## src/rtl/bs_pkg.sv

```systemverilog
// Shared types and constants for the Black-Scholes pipeline sequencer.
package bs_pkg;

  typedef enum logic [3:0] {
    S_IDLE     = 4'd0,
    S_ISSUE    = 4'd1,
    S_DRAIN    = 4'd2,
    S_CONV_ACC = 4'd3,
    S_CONV_POW = 4'd4,
    S_COMPLETE = 4'd5
  } bs_state_e;

  localparam logic [3:0] CMD_RUN   = 4'd1;
  localparam logic [3:0] CMD_ACK   = 4'd2;
  localparam logic [3:0] CMD_ABORT = 4'd3;

  localparam int unsigned LAT_ACC  = 45;
  localparam int unsigned LAT_POW  = 50;
  localparam int unsigned LAT_FXFP = 6;

endpackage

```

## src/rtl/bs_pipe_sequencer_tracker.sv

```systemverilog
// Per-sample valid shift register: one bit per in-flight sample, two output
// taps and an all-zero flag used to detect that the pipeline has drained.
module bs_valid_tracker #(
  parameter int unsigned DEPTH = 50,
  parameter int unsigned TAP_A = 45
) (
  input  logic clk,
  input  logic nreset,
  input  logic i_clr,
  input  logic i_in,
  output logic o_tap_a,
  output logic o_tap_b,
  output logic o_zero
);

  logic [DEPTH-1:0] r_sr;

  always_ff @(posedge clk or negedge nreset) begin
    if (!nreset) begin
      r_sr <= '0;
    end else if (i_clr) begin
      r_sr <= '0;
    end else begin
      r_sr <= {r_sr[DEPTH-2:0], i_in};
    end
  end

  assign o_tap_a = r_sr[TAP_A-1];
  assign o_tap_b = r_sr[DEPTH-1];
  assign o_zero  = (r_sr == '0);

endmodule

```

## src/rtl/bs_pipe_sequencer.sv

```systemverilog
// Black-Scholes datapath sequencer: sample issue, drain via valid tracker,
// fixed->float conversion strobes. Optional cycle counter: BS_SEQ_CYCLE_COUNT_EN.
module bs_pipe_sequencer #(
  parameter int unsigned NITER_W  = 32,
  parameter int unsigned LAT_ACC  = bs_pkg::LAT_ACC,
  parameter int unsigned LAT_POW  = bs_pkg::LAT_POW,
  parameter int unsigned LAT_FXFP = bs_pkg::LAT_FXFP
) (
  input  logic               clk,
  input  logic               nreset,
  input  logic [3:0]         cmd,
  input  logic [NITER_W-1:0] niter,
  input  logic               grn_valid,
  output logic               grn_ready,
  output logic               acc_clr,
  output logic               acc_en,
  output logic               pow_acc_en,
  output logic               fx_sel,
  output logic               acc_dout_we,
  output logic               pow_dout_we,
  output logic [3:0]         status,
  output logic [NITER_W-1:0] issued,
  output logic [31:0]        run_cycles
);
  import bs_pkg::*;

  localparam int unsigned CW = $clog2(LAT_FXFP + 2);

  bs_state_e          r_state, w_next;
  logic [NITER_W-1:0] r_niter, r_issued;
  logic [CW-1:0]      r_cnt;
  logic               r_acc_clr;
  logic               w_run, w_ack, w_abort, w_accept, w_last_accept;
  logic               w_last_cnt, w_trk_zero, w_in_conv;

  assign w_run         = (cmd == CMD_RUN);
  assign w_ack         = (cmd == CMD_ACK);
  assign w_abort       = (cmd == CMD_ABORT) && (r_state != S_IDLE);
  assign grn_ready     = (r_state == S_ISSUE);
  assign w_accept      = grn_valid & grn_ready;
  assign w_last_accept = w_accept && ((r_issued + NITER_W'(1)) == r_niter);
  assign w_last_cnt    = (r_cnt == CW'(LAT_FXFP));
  assign w_in_conv     = (r_state == S_CONV_ACC) || (r_state == S_CONV_POW);

  bs_valid_tracker #(
    .DEPTH (LAT_POW),
    .TAP_A (LAT_ACC)
  ) u_tracker (
    .clk     (clk),
    .nreset  (nreset),
    .i_clr   (w_abort),
    .i_in    (w_accept),
    .o_tap_a (acc_en),
    .o_tap_b (pow_acc_en),
    .o_zero  (w_trk_zero)
  );

  always_comb begin
    w_next = r_state;
    case (r_state)
      S_IDLE:     if (w_run) w_next = (niter == '0) ? S_CONV_ACC : S_ISSUE;
      S_ISSUE:    if (w_last_accept) w_next = S_DRAIN;
      S_DRAIN:    if (w_trk_zero) w_next = S_CONV_ACC;
      S_CONV_ACC: if (w_last_cnt) w_next = S_CONV_POW;
      S_CONV_POW: if (w_last_cnt) w_next = S_COMPLETE;
      S_COMPLETE: if (w_ack) w_next = S_IDLE;
      default:    w_next = S_IDLE;
    endcase
    if (w_abort) w_next = S_IDLE;
  end

  // acc_clr is registered from the next state so it reads 0 while in reset
  // and rises on the first clock spent in IDLE.
  always_ff @(posedge clk or negedge nreset) begin
    if (!nreset) begin
      r_state   <= S_IDLE;
      r_niter   <= '0;
      r_issued  <= '0;
      r_cnt     <= '0;
      r_acc_clr <= 1'b0;
    end else begin
      r_state   <= w_next;
      r_acc_clr <= (w_next == S_IDLE);
      if (r_state == S_IDLE && w_run) begin
        r_niter  <= niter;
        r_issued <= '0;
      end else if (w_abort) begin
        r_issued <= '0;
      end else if (w_accept && (r_issued != r_niter)) begin
        r_issued <= r_issued + NITER_W'(1);
      end
      if (w_abort || (w_next != r_state)) begin
        r_cnt <= '0;
      end else if (w_in_conv) begin
        r_cnt <= r_cnt + CW'(1);
      end
    end
  end

  assign acc_clr     = r_acc_clr;
  assign fx_sel      = (r_state == S_CONV_POW) || (r_state == S_COMPLETE);
  assign acc_dout_we = (r_state == S_CONV_ACC) && w_last_cnt && !w_abort;
  assign pow_dout_we = (r_state == S_CONV_POW) && w_last_cnt && !w_abort;
  assign status      = r_state;
  assign issued      = r_issued;

`ifdef BS_SEQ_CYCLE_COUNT_EN
  logic [31:0] r_run_cycles;

  always_ff @(posedge clk or negedge nreset) begin
    if (!nreset) begin
      r_run_cycles <= '0;
    end else if (r_state == S_IDLE && w_run) begin
      r_run_cycles <= '0;
    end else if (r_state != S_IDLE && r_state != S_COMPLETE) begin
      r_run_cycles <= r_run_cycles + 32'd1;
    end
  end

  assign run_cycles = r_run_cycles;
`else
  assign run_cycles = '0;
`endif

endmodule

```

## config.mk

```make
export PLATFORM = sky130hd
export DESIGN_NAME = bs_pipe_sequencer
export DESIGN_NICKNAME = d
export VERILOG_FILES = /design/src/rtl/bs_pkg.sv /design/src/rtl/bs_pipe_sequencer_tracker.sv /design/src/rtl/bs_pipe_sequencer.sv
export SDC_FILE = /design/constraint.sdc
export NUM_CORES = 1
export LEC_CHECK = 0
export ABC_AREA = 0
export BUFFER_PORTS_ARGS = -buffer_cell sky130_fd_sc_hd__buf_4
export CORE_MARGIN = 2
export CORE_UTILIZATION = 40
export CTS_CLUSTER_SIZE = 20
export DETAILED_ROUTE_END_ITERATION = 10
export GPL_TIMING_DRIVEN = 0
export SLEW_MARGIN = 20
export SYNTH_ARGS = -nofsm -noshare
export SYNTH_HDL_FRONTEND = slang
export SYNTH_SLANG_ARGS = --single-unit
```

## constraint.sdc

```tcl
create_clock -name clk -period 2.6 [get_ports clk]
set_input_delay 0.13 -clock clk [delete_from_list [all_inputs] [get_ports clk]]
set_output_delay 0.13 -clock clk [all_outputs]
set_load 0.005 [all_outputs]
```

==> impl_results.md, run 1 <==
- Status: finished, violations left
- Failing checks: setup timing
- Pre-antenna DRT Iters: 5
- Fmax: 356 MHz
- Post-Route Skew: 0.00739 ns
- GP Congestion: 0.875
- Non-Filler Instances: 1158
- Seq/Total Area, Yosys: 45.4%
- Core region area: 16500 um^2
- Worst skew pair latency: 0.42 ns
- Final hold slack: 0.0408 ns
- Top post-synthesis cells by area: dfrtp_1 45%, nand2_1 7.7%, xnor2_1 5.7%, xor2_1 5.2%, nor2b_1 4.9%
- Cells after DPL: 1068
- Initial core utilization: 40.7%
- Gate Count Post-Synth: 734
- Crit end category: flop
- Die area: 17900 um^2
- Cell area after layout: 9340 um^2
- Top cell type's share of synthesized area: 45.4%
- Routed via count: 5795
- Ys flop type: dfrtp_1
- Hold Path Origin: grn_valid
- Flops & latches, synth: 122
- Placed inst area: 7800 um^2
- Max cap viols: 0
- Post-route setup slack: -0.207 ns
- Setup CP Type: reg -> reg
- Fin crit period: 2.81 ns
- Netlist cell types: 62
- Row count: 47
- Routed wl met2: 9270 um
- Filler cells: 1555
- H-Tree Depth: 4
- Hold WC Path Type: in -> reg
- FF-to-FF Start: issued[2]
- Async S/R FF share, synth: 100%
- Chip width: 134 um
- Layout Area Growth over Synthesis: 38.8%
- GRT overflow: 0
- Top-Level Pins: 114
- Post-synth EDFFs: 0
- CTS Buffer Depth: 2
- Leak: 4.43 nW
- Met1 wire length: 8370 um
- Antenna diodes: 0
- Final core occ: 56.5%
- CTS Sinks: 122
- Global Route Usage Sum: 21.4%
- Largest net degree at the start of global routing: 72
- IO Port Bufs: 81
- Initial antenna violation count: 0
- Worst-path clk slew: 0.06 ns
- Die height: 134 um
- Post-placement worst setup slack: -0.831 ns
- Share of layout cells above drive strength 1: 28.7%
- Synth area leader: dfrtp_1
- Post-Route WL: 18900 um
- Startpoint types: flop
- Worst setup startpoint: issued[2]
- Worst-path fanout max: 8
- CTS Buf Count: 17
- Wire length per cell: 16.3 um
- Dpl hpwl: 13100 um
- Critical path data required time: 2.90 ns
- Peak supply drop: 469 uV
- Nets: 967
- First-pass GRT wire length: 29600 um
- Avg Cell Area, Syn: 9.16 um^2
- Slew @ Worst Pin: 0.644 ns
- Vias in the first global route: 5687
- RSZ-0062 raised after global routing: true
- Slew Limit Fails: 0
- Fin crit share: 108%
- Crit path DAT: 3.11 ns
- Final Hold Fails: 0
- Drt drc: 0
- CTS tree: done
- Antenna Nets Post-Route: 0
- 1st-iter DRT viols: 353
- Finish-stage setup viols: 6
- Yosys Warn Count: 0
- Via-per-instance ratio: 5.00
- Synth Cell Area: 6730 um^2
- Top Layer Used: met4
- PwrDens: 579 nW/um^2
- Root buffer selected by CTS: clkbuf_16
- WL met3: 760 um
- Relative slew slack: 56.5%
final timing paths:
| check | endpoint | slack (ns) | cells after the start |
|---|---|---|---|
| max | acc_clr | -0.21 | 11 |
| min reg2reg | r_niter[4] | 0.49 | 2 |
| min in group asynchronous | issued[22] | 0.29 | 2 |
| max reg2reg | acc_clr | -0.21 | 11 |
| max in group asynchronous | status[3] | 1.59 | 3 |
| min | u_tracker.r_sr[0] | 0.04 | 3 |
worst max-delay path, cell delays in order, from the launching register on:
cell and delay [ns]:
dfrtp_1 0.34, buf_4 0.17, nand4_1 0.10, buf_4 0.18, nor3_4 0.16, buf_4 0.18, nand4_1 0.21, mux2_4 0.26
mux2i_1 0.06, o22a_2 0.24, or4_4 0.53, a41o_1 0.25
per-layer routing:
layer	vias up	GRT usage, %
li1	2811	-
met1	2788	27.8
met2	157	34.8
met3	39	4.98
met4	0	8.81
met5	-	0
kinds of logic after synthesis:
family                   share of synthesized area [%]
buffers and inverters                             6.38
AO/OA/AOI/OAI                                     4.93
multiplexers                                     0.930
other                                           0.0558
flip-flops                                        45.4
AND/OR/NAND/NOR                                   30.8
XOR/XNOR                                          10.9
adder cells (fa/ha/maj)                          0.558
cells in the final DEF, fill, tap and decap left out, types with 4 or more instances in the layout:
| master | netlist | final |
|---|---|---|
| nor4b_1 | 4 | 4 |
| conb_1 | 1 | 33 |
| or2_2 | 4 | 4 |
| buf_4 | 32 | 144 |
| nor4_2 | 0 | 5 |
| mux2i_1 | 4 | 4 |
| and2_1 | 7 | 7 |
| nor4_1 | 32 | 24 |
| a21oi_1 | 7 | 5 |
| nand2_2 | 0 | 4 |
| inv_1 | 7 | 7 |
| buf_6 | 0 | 7 |
| nand2_1 | 138 | 134 |
| clkbuf_2 | 1 | 4 |
| dlygate4sd3_1 | 0 | 33 |
| dfrtp_2 | 0 | 11 |
| nor4_4 | 3 | 6 |
| nand4_1 | 23 | 23 |
| xor2_1 | 40 | 36 |
| clkbuf_16 | 0 | 17 |
| nand3_1 | 14 | 12 |
| inv_6 | 0 | 6 |
| nand2b_1 | 7 | 7 |
| xnor2_1 | 44 | 43 |
| nor2b_1 | 53 | 53 |
| o21ai_0 | 13 | 12 |
| clkbuf_1 | 22 | 13 |
| and4_1 | 5 | 4 |
| nor2_1 | 63 | 60 |
| buf_2 | 15 | 5 |
| and3_1 | 4 | 4 |
| dfrtp_1 | 122 | 111 |
| nor3_1 | 13 | 8 |
what timing repair did:
| item | CTS | global route |
|---|---|---|
| gates resized for setup | 49 | 43 |
| endpoints found under the hold margin | 102 | 0 |
| pin swaps | 16 | 14 |
| buffers inserted | 24 | 4 |
| setup endpoints to repair | 38 | 62 |
| hold buffers | 33 | 0 |
registers in the layout (all words and copies together) (netlist names):
name and count:
r_niter 32, issued 32, r_cnt 3, status 4, acc_clr 1, u_tracker.r_sr 50
cell usage after synthesis (4+ instances only):
cell      number
a21oi_1        7
and4_1         5
dfrtp_1      122
nand2b_1       7
o21ai_0       13
or3_1          4
or4_1          5
nor2b_1       53
xnor2_1       44
clkbuf_1      22
or2_2          4
nand4_1       23
mux2i_1        4
buf_4         32
inv_1          7
xor2_1        40
nor2_1        63
buf_2         15
nand3_1       14
nor4b_1        4
and3_1         4
nand2_1      138
nor4_1        32
and2_1         7
nor3_1        13
layout make-up:
type / instances / area (um^2) / area share [%]
plain buffers: 67 / 464 / 4.97
clock buffers: 19 / 453 / 4.85
clock inverters: 13 / 154 / 1.65
inverters: 7 / 26.3 / 0.281
multi-input cells: 567 / 3720 / 39.8
flip-flops and latches: 122 / 3070 / 32.8
well taps: 220 / 275 / 2.95
repair buffers: 143 / 1180 / 12.7
through the flow:
stage               power [mW]  setup TNS [ns]
floorplan                 2.59               0
global placement          2.84          -15.16
detailed placement        2.85          -15.83
CTS                       5.39          -0.665
global route              5.64           -1.56
finish                    5.41          -0.868
power breakdown:
group / internal, mW / switching, mW / leakage [nW]
logic: 0.393 / 0.457 / 2.50
registers: 2.01 / 0.129 / 1.64
clock network: 1.48 / 0.937 / 0.292
total: 3.89 / 1.52 / 4.43
No activity file was read; power rests on OpenSTA's default activity.
==> run 2: changes to the inputs <==
--- a/config.mk
+++ b/config.mk
@@ -12,6 +12,8 @@
 export CTS_CLUSTER_SIZE = 20
 export DETAILED_ROUTE_END_ITERATION = 10
 export GPL_TIMING_DRIVEN = 0
+export HOLD_SLACK_MARGIN = 0.05
+export SKIP_CTS_REPAIR_TIMING = 1
 export SLEW_MARGIN = 20
 export SYNTH_ARGS = -nofsm -noshare
 export SYNTH_HDL_FRONTEND = slang
==> run 2 against run 1 <==
The run still ends with setup timing left. Total power is 0.42% lower. Die area unchanged. Flip-flop and latch count is the same. Clock power barely moved. Sequential share of layout area down 0.55 points.
==> impl_results.md, run 2 (same netlist as run 1, synthesis figures left out) <==
- Status: finished, violations left
- Failing checks: setup timing
- Pwr Total: 5.39 mW
- Relative slew slack: 54.9%
- Top-Level Pins: 114
- GP Congestion: 0.875
- Pre-antenna DRT Iters: 5
- Antenna Nets Post-Route: 0
- Non-Filler Instances: 1172
- Chip width: 134 um
- CTS Buf Count: 17
- Die height: 134 um
- Worst-path clk slew: 0.06 ns
- Crit path DAT: 3.18 ns
- Slowest Stage Delay on Critical Path: 0.54 ns
- Filler cells: 1528
- First-pass GRT wire length: 27900 um
- FF-to-FF Start: issued[1]
- Die area: 17900 um^2
- Final Hold Fails: 0
- Post-route setup slack: -0.278 ns
- CTS Sinks: 122
- Cell area after layout: 9490 um^2
- Post-Route Skew: 0.00823 ns
- CP max stage cell: or4_4
- Initial core utilization: 40.7%
- Post-placement worst setup slack: -0.831 ns
- Worst-path fanout max: 7
- Crit-path cells: buf_6, nand4_1, buf_6, nor3_4, buf_6, nand4_1, mux2_4, mux2i_1, o22a_2, or4_4, a41o_1
- GRT overflow: 0
- Hold Path Origin: cmd[1]
- Leak: 4.52 nW
- Largest reg by FF count: u_tracker.r_sr
- RSZ-0062 raised after global routing: true
- PwrDens: 567 nW/um^2
- Worst setup startpoint: issued[1]
- Via-per-instance ratio: 4.98
- Critical path data required time: 2.90 ns
- Core region area: 16500 um^2
- Vias in the first global route: 5280
- Commonest non-fill, non-tap cell in the layout: buf_4
- Startpoint types: flop
- Slew Limit Fails: 0
- Placed inst area: 7800 um^2
- Max reg flops: 50
- Max cap viols: 0
- Global Route Usage Sum: 20.3%
- Row count: 47
- 1st-iter DRT viols: 301
- Drt drc: 0
- Worst skew pair latency: 0.42 ns
- Post-Route WL: 18800 um
- IO Port Bufs: 81
- Final hold slack: 0.0607 ns
- Wire length per cell: 16.1 um
- Largest net degree at the start of global routing: 72
- Fin crit share: 111%
- Worst path most repeated cell: buf_6
- Peak supply drop: 472 uV
- Register Area: 3070 um^2
- Dpl hpwl: 13100 um
- Fmax: 348 MHz
- Antenna diodes: 0
- Cells after DPL: 1068
- Layout Area Growth over Synthesis: 41.1%
- Routed via count: 5837
- CTS tree: done
- Setup CP Type: reg -> reg
- CTS Buffer Depth: 2
- Share of layout cells above drive strength 1: 29.4%
- Crit end category: flop
- Multi-input logic area: 3720 um^2
- Initial antenna violation count: 0
- Slew @ Worst Pin: 0.667 ns
- Finish-stage setup viols: 6
- Nets: 981
- Hold WC Path Type: in -> reg
- H-Tree Depth: 4
- Commonest cells after routing, fill and taps aside: 145 x buf_4, 135 x nand2_1, 112 x dfrtp_1
- Fin crit period: 2.88 ns
- Root buffer selected by CTS: clkbuf_16
-- run 2: changes by cell type in the layout (fill, tap and decap cells not counted), sizes merged --
cell,change
nand3,+1
clkbuf,+2
buf,+11
-- run 2: worst paths after layout --
path / end / slack, ns / cells past startpoint
worst max-delay path: acc_clr / -0.28 / 11
worst min-delay path: r_niter[24] / 0.06 / 4
worst max register to register: acc_clr / -0.28 / 11
worst min register to register: r_niter[16] / 0.49 / 2
max in group asynchronous: status[1] / 1.60 / 3
min in group asynchronous: issued[22] / 0.29 / 2
-- run 2: worst max-delay path: cells and delay by family, from the launching register on --
family	cells	cell delay (ns)
muxes	2	0.32
DFF	1	0.42
buffers and inverters	3	0.42
and+or+nand+nor	4	1.11
AOI/OAI and AO/OA	2	0.49
-- run 2: through the flow --
step                utilization [%]  TNS, ns
floorplan                         -        0
detailed placement             47.2   -15.83
finish                         57.5    -1.24
CTS                            50.9   -16.75
global placement               47.0   -15.16
global route                   57.5    -1.95
-- run 2: per-layer routing --
metal	global-route usage, %	share of wire (%)	vias up
li1	-	-	2840
met1	27.4	45	2814
met2	32.2	49	159
met3	4.57	4.1	24
met4	6.91	1.7	0
met5	0	0	-
-- run 2: final cells by class --
class | instances | share of cell area, %
Clock buffer | 19 | 4.77
Clock inverter | 13 | 1.62
Inverter | 7 | 0.277
Timing Repair Buffer | 157 | 14.1
Sequential cell | 122 | 32.3
Buffer | 66 | 4.86
Tap cell | 220 | 2.90
Multi-Input combinational cell | 568 | 39.2
-- run 2: power breakdown --
group / total, mW / switching, mW / internal (mW)
Sequential: 2.14 / 0.126 / 2.01
Combinational: 0.825 / 0.448 / 0.376
Clock: 2.43 / 0.943 / 1.48
==> run 3: changes to the inputs <==
--- a/config.mk
+++ b/config.mk
@@ -5,9 +5,9 @@
 export SDC_FILE = /design/constraint.sdc
 export NUM_CORES = 1
 export LEC_CHECK = 0
-export ABC_AREA = 0
+export ABC_AREA = 1
 export BUFFER_PORTS_ARGS = -buffer_cell sky130_fd_sc_hd__buf_4
-export CORE_MARGIN = 2
+export CAP_MARGIN = 15
 export CORE_UTILIZATION = 40
 export CTS_CLUSTER_SIZE = 20
 export DETAILED_ROUTE_END_ITERATION = 10
==> run 3 against run 2 <==
The flow now finishes without violations. Non-clock buffer count decreased by 59. Clock power decreased by 8%. Final cell count increased by 16%. First-iteration DRC count increased by 40%. Synthesized cell count increased by 31%. Flip-flop and latch count unchanged. Die area increased by 1.9%. Wire length increased by 2.7%. Register-to-register slack improved by 0.42 ns. Critical path depth decreased by 1. Core utilization decreased by 5.0 points.
==> impl_results.md, run 3 <==
- Antenna diodes: 0
- Chip width: 135 um
- Slew Limit Fails: 0
- Async S/R FF share, synth: 100%
- Ys flop type: dfrtp_1
- Commonest cells after routing, fill and taps aside: 217 x nand2_1, 169 x inv_1, 121 x nor2_1
- Worst-path clk slew: 0.06 ns
- Global Route Usage Sum: 22.3%
- Largest net degree at the start of global routing: 82
- Crit end category: flop
- Drt drc: 0
- Largest reg by FF count: u_tracker.r_sr
- Filler cells: 1719
- Pwr Total: 5.50 mW
- Critical path data required time: 2.88 ns
- CP max stage cell: dfrtp_1
- Yosys Warn Count: 0
- Final core occ: 52.5%
- Relative slew slack: 59.2%
- CTS tree: done
- FF-to-FF setup slack: 0.14 ns
- Final hold slack: 0.0108 ns
- Dpl hpwl: 14700 um
- Vias in the first global route: 6000
- Row count: 48
- Top cell type's share of synthesized area: 43.2%
- Antenna Nets Post-Route: 0
- Avg Cell Area, Syn: 7.38 um^2
- Die height: 135 um
- CTS Sinks: 122
- Slew @ Worst Pin: 0.612 ns
- Fin crit share: 94.7%
- Worst reg-to-reg path cell count: 10
- Hold WC Path Type: in -> reg
- Share of layout cells above drive strength 1: 19.3%
- Pre-antenna DRT Iters: 5
- Final Hold Fails: 0
- Top post-synthesis cells by area: dfrtp_1 43%, nand2_1 12%, inv_1 9.0%, nor2_1 6.6%, nand3_1 4.0%
- Met3 Usage GRT: 4.54%
- Core region area: 17300 um^2
- Post-route setup slack: 0.139 ns
- Hold Path Origin: niter[16]
- Via-per-instance ratio: 4.71
- Leak: 4.62 nW
- Hold EP: r_niter[16]
- CTS Buffer Depth: 2
- GP Congestion: 0.922
- Crit path DAT: 2.74 ns
- Finish-stage setup viols: 0
- Initial core utilization: 40.9%
- Worst-path fanout max: 10
- CTS Buf Count: 17
- Cell area after layout: 9070 um^2
- Final TNS setup: 0 ns
- Wire length per cell: 14.2 um
- Nets: 1165
- Worst skew pair latency: 0.42 ns
- Seq/Total Area, Yosys: 43.2%
- Root buffer selected by CTS: clkbuf_16
- Grt peak-use layer: met2
- Commonest non-fill, non-tap cell in the layout: nand2_1
- Max reg flops: 50
- PwrDens: 606 nW/um^2
- Post-synth EDFFs: 0
- Status: complete, no violations
- Gate Count Post-Synth: 958
- Fmax: 406 MHz
- Post-Route Skew: 0.00750 ns
- Peak supply drop: 449 uV
- Top delay family on crit path: simple AND/OR/NAND/NOR gates
- Post-placement worst setup slack: -0.0476 ns
- Initial antenna violation count: 0
- Crit-path cells: xnor2_1, nand4_1, nor4_2, nand4_1, nand2_2, clkbuf_4, buf_4, o21ai_0, nand2_1, nor2_1
- Max cap viols: 0
- GRT met2 Usage: 36.1%
- Setup CP Type: reg -> reg
- Buf+Inv Stages, Crit Path: 2
- FF-to-FF Start: issued[23]
- Worst path most repeated cell: nand4_1
- Startpoint types: flop
- Fin crit period: 2.46 ns
- Top-Level Pins: 114
- 1st-iter DRT viols: 422
- Synth area leader: dfrtp_1
- Non-Filler Instances: 1361
- GRT overflow: 0
- H-Tree Depth: 4
- First-pass GRT wire length: 30700 um
- R2r endpoint: issued[14]
- Placed inst area: 8110 um^2
- Netlist cell types: 44
- Post-Route WL: 19300 um
- Routed via count: 6410
- IO Port Bufs: 81
- Commonest cells in the netlist: 219 x nand2_1, 169 x inv_1, 124 x nor2_1
- Worst Hold Depth: 3
- Most common cell in the netlist: nand2_1
- Die area: 18200 um^2
- Cells after DPL: 1297
- Layout Area Growth over Synthesis: 28.4%
- Met1 Usage GRT: 29.9%
- Synth Cell Area: 7070 um^2
- Slowest Stage Delay on Critical Path: 0.47 ns
- Flops & latches, synth: 122
==> run 3: per-layer routing <==
| metal | up-vias | share of wire [%] |
|---|---|---|
| met2 | 159 | 47 |
| met3 | 28 | 4.3 |
| met4 | 0 | 2.0 |
| met1 | 2960 | 47 |
| li1 | 3263 | - |
| met5 | - | 0 |
==> run 3: worst max path at each step <==
stage                       endpoint  cells after the start       start
after detailed placement  issued[31]                      9  issued[21]
after global routing      issued[16]                      9  issued[27]
after floorplan             r_cnt[0]                     18   issued[1]
after global placement    issued[31]                      9  issued[21]
final                     issued[14]                     10  issued[23]
after CTS                 issued[31]                      9  issued[21]
==> run 3: cell type report <==
cell class              count  area (um^2)  area share, %
plain buffers              50          327           3.60
inverters                 176          661           7.28
multi-input cells         642         3250           35.8
flip-flops and latches    122         3060           33.7
clock inverters            14          124           1.36
well taps                 225          282           3.10
repair buffers            114          942           10.4
clock buffers              18          429           4.73
==> run 3: worst register-to-register path, stage by stage (launching register included) <==
cell and delay (ns):
dfrtp_1 0.47, xnor2_1 0.28, nand4_1 0.20, nor4_2 0.22, nand4_1 0.20, nand2_2 0.19, clkbuf_4 0.26, buf_4 0.24
o21ai_0 0.12, nand2_1 0.10, nor2_1 0.04
==> run 3: power breakdown <==
group / total (mW) / internal (mW) / switching, mW
clock: 2.23 / 1.31 / 0.913
combinational: 1.02 / 0.461 / 0.557
sequential: 2.26 / 2.06 / 0.200
total: 5.50 / 3.83 / 1.67
==> run 3: logic make-up after synthesis <==
group / Yosys count / synth area share [%]
other: 1 / 0.0531
buffers and inverters: 226 / 13.9
XOR/XNOR: 31 / 4.05
flip-flops: 122 / 43.2
AO/OA/AOI/OAI: 77 / 5.91
AND/OR/NAND/NOR: 498 / 32.4
adder cells (fa/ha/maj): 3 / 0.531
